<file path="src/rtl/endec_pkg.sv">
// Shared types and constants for the byte-wide nibble-cipher sequencer.
package endec_pkg;

  localparam int NIBBLE_W        = 4;
  localparam int BYTE_W          = 2 * NIBBLE_W;
  localparam int TIMEOUT_DEFAULT = 31;

  typedef enum logic [2:0] {
    ST_IDLE,
    ST_ISSUE_LO,
    ST_WAIT_LO,
    ST_ISSUE_HI,
    ST_WAIT_HI,
    ST_OUT
  } state_e;

endpackage

</file>
<file path="src/rtl/endec_seq_timer.sv">
// Watchdog for the core wait states: counts enabled cycles and flags expiry on
// the TIMEOUT_CYCLES-th one. Held at zero while clear_i is high.
module endec_seq_timer
  import endec_pkg::*;
#(
  parameter int TIMEOUT_CYCLES = TIMEOUT_DEFAULT
) (
  input  logic clk_i,
  input  logic rst_i,
  input  logic clear_i,
  input  logic enable_i,
  output logic expired_o
);

  localparam int CNT_W = $clog2(TIMEOUT_CYCLES + 1);

  logic [CNT_W-1:0] cnt_q, cnt_d;

  assign expired_o = enable_i && (cnt_q == CNT_W'(TIMEOUT_CYCLES - 1));

  always_comb begin
    cnt_d = cnt_q;
    if (clear_i)                      cnt_d = '0;
    else if (enable_i && !expired_o)  cnt_d = cnt_q + CNT_W'(1);
  end

  always_ff @(posedge clk_i or posedge rst_i) begin
    if (rst_i) cnt_q <= '0;
    else       cnt_q <= cnt_d;
  end

endmodule

</file>
<file path="src/rtl/endec_byte_seq.sv">
// Splits an accepted byte into two nibbles, runs each through an external
// nibble cipher core, and returns the reassembled byte. Optional core watchdog
// is enabled by defining ENDEC_BYTE_SEQ_TIMEOUT_EN.
module endec_byte_seq
  import endec_pkg::*;
#(
  parameter int TIMEOUT_CYCLES = TIMEOUT_DEFAULT
) (
  input  logic                clk_i,
  input  logic                rst_i,
  input  logic                in_valid_i,
  input  logic [BYTE_W-1:0]   in_data_i,
  output logic                in_ready_o,
  input  logic [NIBBLE_W-1:0] key_i,
  input  logic                mode_i,
  output logic                core_start_o,
  output logic [NIBBLE_W-1:0] core_code_o,
  output logic [NIBBLE_W-1:0] core_key_o,
  output logic                core_mode_o,
  input  logic                core_done_i,
  input  logic [NIBBLE_W-1:0] core_result_i,
  output logic                out_valid_o,
  output logic [BYTE_W-1:0]   out_data_o,
  input  logic                out_ready_i,
  output logic                busy_o,
  output logic                err_o
);

  state_e              state_q, state_d;
  logic [BYTE_W-1:0]   byte_q, result_q;
  logic [NIBBLE_W-1:0] key_q;
  logic                mode_q;
  logic                timeout_w;

`ifdef ENDEC_BYTE_SEQ_TIMEOUT_EN
  logic wait_w, expired_w, err_q;

  assign wait_w = (state_q == ST_WAIT_LO) || (state_q == ST_WAIT_HI);

  endec_seq_timer #(.TIMEOUT_CYCLES(TIMEOUT_CYCLES)) u_timer (
    .clk_i     (clk_i),
    .rst_i     (rst_i),
    .clear_i   (!wait_w || core_done_i),
    .enable_i  (wait_w),
    .expired_o (expired_w)
  );

  // A done arriving on the expiry cycle still wins over the timeout.
  assign timeout_w = expired_w && !core_done_i;

  always_ff @(posedge clk_i or posedge rst_i) begin
    if (rst_i)          err_q <= 1'b0;
    else if (timeout_w) err_q <= 1'b1;
  end
  assign err_o = err_q;
`else
  // Keeps the parameter referenced when the watchdog is compiled out.
  localparam int unused_timeout = TIMEOUT_CYCLES;
  assign timeout_w = 1'b0;
  assign err_o     = 1'b0;
`endif

  // NOTE: state flops use <= so every register samples pre-edge values.
  always_ff @(posedge clk_i or posedge rst_i) begin
    if (rst_i) state_q <= ST_IDLE;
    else       state_q <= state_d;
  end

  always_comb begin
    state_d = state_q;
    case (state_q)
      ST_IDLE:     if (in_valid_i) state_d = ST_ISSUE_LO;
      ST_ISSUE_LO: state_d = ST_WAIT_LO;
      ST_WAIT_LO:  if (core_done_i) state_d = ST_ISSUE_HI;
                   else if (timeout_w) state_d = ST_IDLE;
      ST_ISSUE_HI: state_d = ST_WAIT_HI;
      ST_WAIT_HI:  if (core_done_i) state_d = ST_OUT;
                   else if (timeout_w) state_d = ST_IDLE;
      ST_OUT:      if (out_ready_i) state_d = ST_IDLE;
      default:     state_d = ST_IDLE;
    endcase
  end

  // NOTE: every output gets a default first, so no path can infer a latch.
  always_comb begin
    in_ready_o   = 1'b0;
    core_start_o = 1'b0;
    core_code_o  = '0;
    out_valid_o  = 1'b0;
    busy_o       = 1'b1;
    case (state_q)
      ST_IDLE: begin
        in_ready_o = 1'b1;
        busy_o     = 1'b0;
      end
      ST_ISSUE_LO: begin
        core_start_o = 1'b1;
        core_code_o  = byte_q[NIBBLE_W-1:0];
      end
      ST_WAIT_LO:  core_code_o = byte_q[NIBBLE_W-1:0];
      ST_ISSUE_HI: begin
        core_start_o = 1'b1;
        core_code_o  = byte_q[BYTE_W-1:NIBBLE_W];
      end
      ST_WAIT_HI:  core_code_o = byte_q[BYTE_W-1:NIBBLE_W];
      ST_OUT:      out_valid_o = 1'b1;
      default:     busy_o = 1'b1;
    endcase
  end

  // Operands are latched only on acceptance, so key/mode changes mid-byte are invisible.
  always_ff @(posedge clk_i or posedge rst_i) begin
    if (rst_i) begin
      byte_q   <= '0;
      key_q    <= '0;
      mode_q   <= 1'b0;
      result_q <= '0;
    end else begin
      if (state_q == ST_IDLE && in_valid_i) begin
        byte_q <= in_data_i;
        key_q  <= key_i;
        mode_q <= mode_i;
      end
      if (state_q == ST_WAIT_LO && core_done_i) result_q[NIBBLE_W-1:0]      <= core_result_i;
      if (state_q == ST_WAIT_HI && core_done_i) result_q[BYTE_W-1:NIBBLE_W] <= core_result_i;
    end
  end

  assign core_key_o  = key_q;
  assign core_mode_o = mode_q;
  assign out_data_o  = result_q;

endmodule

</file>
<file path="config.mk">
export PLATFORM = sky130hd
export DESIGN_NAME = endec_byte_seq
export DESIGN_NICKNAME = d
export VERILOG_FILES = /design/src/rtl/endec_pkg.sv /design/src/rtl/endec_seq_timer.sv /design/src/rtl/endec_byte_seq.sv
export SDC_FILE = /design/constraint.sdc
export NUM_CORES = 1
export LEC_CHECK = 0
export ABC_AREA = 0
export ABC_CLOCK_PERIOD_IN_PS = 1900
export CAP_MARGIN = 30
export CORE_ASPECT_RATIO = 0.7
export CORE_UTILIZATION = 42
export DETAILED_ROUTE_END_ITERATION = 8
export GPL_TIMING_DRIVEN = 0
export PLACE_DENSITY = 0.78
export SLEW_MARGIN = 20
export SYNTH_ARGS = -nofsm -noshare
export SYNTH_HDL_FRONTEND = slang
export SYNTH_SLANG_ARGS = --single-unit
</file>
<file path="constraint.sdc">
create_clock -name clk_i -period 1.9 [get_ports clk_i]
set_input_delay 0.38 -clock clk_i [delete_from_list [all_inputs] [get_ports clk_i]]
set_output_delay 0.38 -clock clk_i [all_outputs]
set_load 0.05 [all_outputs]
</file>
==> flow_metrics.py, run 1 <==
metrics = {
    "run_status": {
        "status": "complete, no violations",
    },
    "synth": {
        "synth_ff_type": "dfrtp_1",
        "netlist_top_cells_area": "dfrtp_1 (54%), mux2_2 (21%), a22oi_1 (2.7%), o21ai_0 (2.2%), nor4b_4 (2.1%)",
        "ys_async_sr_fraction": 1.00,
        "syn_inst": 83,
        "avgSynthCellArea_um2": 13.5,
        "synth-edff-count": 0,
        "synth_cell_types": 23,
        "yosysWarnings": 0,
        "synth-seq-cells": 24,
        "syn_area_mm2": 0.00112,
        "synth_largest_area_cell": "dfrtp_1",
        "syn_nets": 105,
        "synth_seq_area_share": 0.535,
        "synth_top_area_frac": 0.535,
    },
    "final_layout": {
        "seqCellArea_um2": 603,
        "diodes": 0,
        "final_common_cell": "clkdlybuf4s50_1",
        "multi_input_area_um2": 498,
        "final_area_mm2": 0.00174,
        "drive_gt1_frac": 0.416,
        "final_nets": 160,
        "fillers": 192,
        "mostFrequentLayoutCells": "clkdlybuf4s50_1 (34), dfrtp_1 (22), mux2_2 (21)",
        "stdcell_count": 171,
        "area_growth_pct": 55.1,
        "final_util": 0.697,
    },
    "global_route": {
        "grt_busiest_layer": "met2",
        "grt_max_degree": 25,
        "antenna_found_initial": 0,
        "grt.total_usage": 0.172,
        "met2_usage": 0.309,
        "globalRouteOverflowTotal": 0,
        "gr-usage-met1": 0.193,
        "grt_pass1_wl_mm": 3.66,
        "grt_pass1_vias": 870,
        "use_met3": 0.0657,
    },
    "route": {
        "dr.first_iter.drc_count": 29,
        "drt-total-wl_mm": 2.40,
        "drcViolationCount": 0,
        "dr.pass1.iters": 4,
        "viasPerCell": 5.02,
        "routedWlPerCell_um": 14.0,
        "vias": 858,
        "ant_nets": 0,
    },
    "critical_path": {
        "slowest_delay_ns": 0.40,
        "critical_path.top_delay_family": "flip-flops",
        "critPathLaunchType": "flop",
        "critPathMaxFanout": 7,
        "critical_path.slowest_cell": "dfrtp_1",
        "cpMostUsedCell": "buf_6",
        "path_buf_inv": 2,
        "critical_path.cell_chain": "buf_6 -> xor2_4 -> a22oi_1 -> o21ai_1 -> buf_6",
        "cp-end-kind": "output pin",
        "cp_data_arrival_time_ns": 1.51,
        "cp.required_ns": 1.52,
        "critPathKind": "reg2out",
    },
    "timing": {
        "fin_crit_ns": 1.89,
        "relSlewSlack": 0.658,
        "setup_viol": 0,
        "setup_ws_ns": 0.00500,
        "drv_slew": 0,
        "grt_setup_unrepaired": "true",
        "fmax_ghz": 0.528,
        "hold_viol": 0,
        "skew_ns": 0.00474,
        "worstMarginPinSlew_ns": 0.511,
        "fin_crit_sh": 0.997,
    },
    "clock_network": {
        "clk_pin_slew_ns": 0.08,
        "cts_sinks": 24,
        "cts.path.max_buffers": 2,
        "cts_tree": "built",
        "numCtsBuffers": 3,
        "htree_levels": 1,
        "cts_root_buf": "clkbuf_8",
        "clkLatencyLatePin_ns": 0.26,
    },
    "die": {
        "fp.coreArea_mm2": 0.00250,
        "die_h_um": 45.3,
        "die-area_mm2": 0.00289,
        "die_w_um": 63.8,
        "num_io_pins": 44,
        "initial_core_util": 0.450,
        "placementRows": 15,
    },
    "placement": {
        "hpwl_mm": 1.73,
        "dp.cells": 159,
        "numPortBuffers": 42,
        "post_dp_cell_area_mm2": 0.00159,
        "pre_cts_ws_ns": -0.450,
        "gp_congestion": 0.723,
    },
    "flow_run": {
        "drv_cap": 0,
    },
    "worst_hold_path": {
        "hp-class": "in2async",
    },
}
per-layer routing:
| layer | up-vias | wire, µm |
|---|---|---|
| met1 | 422 | 966 |
| met2 | 35 | 1260 |
| met5 | - | 0 |
| met4 | 0 | 12 |
| met3 | 2 | 166 |
| li1 | 399 | - |
worst paths after layout:
path / slack, ns / endpoint / start / cells after the start
max in group asynchronous: 1.19 / state_q[2] / rst_i / 3
hold / removal: 0.31 / core_key_o[1] / rst_i / 2
setup reg to reg: 0.23 / byte_q[6] / state_q[0] / 4
hold reg to reg: 0.51 / out_data_o[2] / out_data_o[2] / 1
min in group clk_i: 0.51 / out_data_o[2] / out_data_o[2] / 1
setup / recovery: 0.005 / core_code_o[3] / state_q[1] / 5
per-stage QoR:
stage / hold slack (ns) / setup TNS, ns
after global routing: 0.325 / -0.210
after global placement: 0.491 / -2.77
after floorplan: 0.395 / -0.304
after CTS: 0.514 / -0.0255
final: 0.313 / 0
after detailed placement: 0.496 / -3.27
sequential cells by signal, summed over array words and instances (netlist names):
signal       cells
out_data_o       8
core_key_o       4
state_q          3
byte_q           8
core_mode_o      1
Yosys cell counts (2+ instances only):
| library cell | n |
|---|---|
| inv_1 | 2 |
| or3_1 | 2 |
| o21ai_0 | 5 |
| buf_6 | 2 |
| nor2b_1 | 2 |
| nand2_1 | 6 |
| mux2_2 | 21 |
| dfrtp_1 | 24 |
| buf_4 | 2 |
| a22oi_1 | 4 |
layout make-up:
cell class / instances / share of cell area
tap: 34 / 0.0244
clock buffer: 4 / 0.0316
multi-input combinational: 52 / 0.286
timing repair buffer: 50 / 0.279
inverter: 2 / 0.00431
buffer: 5 / 0.0280
sequential: 24 / 0.347
cells by family (layout without fill, tap and decap cells):
| family | Yosys count | count (layout) | synth area share |
|---|---|---|---|
| DFF | 24 | 24 | 0.535 |
| muxes | 22 | 22 | 0.220 |
| and+or+nand+nor | 19 | 19 | 0.135 |
| AOI/OAI and AO/OA | 9 | 9 | 0.0490 |
| buffers and inverters | 7 | 61 | 0.0435 |
| other | 1 | 1 | 0.00334 |
| xor gates and xnor gates | 1 | 1 | 0.0145 |
worst register-to-register path, cell delays in order (launching register included):
cell     delay [ns]
dfrtp_2        0.43
buf_4          0.15
nor4b_4        0.41
buf_6          0.22
mux2_2         0.35
repair_timing:
action / 4_1_cts / 5_1_grt
hold endpoints to repair: 0 / 0
resized for setup: 48 / 8
setup buffers: 2 / 5
endpoints found under the setup margin: 8 / 6
hold buffers: 0 / 0
pin swaps: 0 / 2
Power of run 1 is left out: the tool's default activity adds up to more than one toggle a clock period on the data nets, which glitch-free logic cannot reach.
==> inputs of run 2 (changes only) <==
- ABC_AREA: 0 -> unset
==> results of run 2 <==
No change in the layout: final DEF, timing and power equal those of run 1.
Power of run 2 is left out for the same reason.
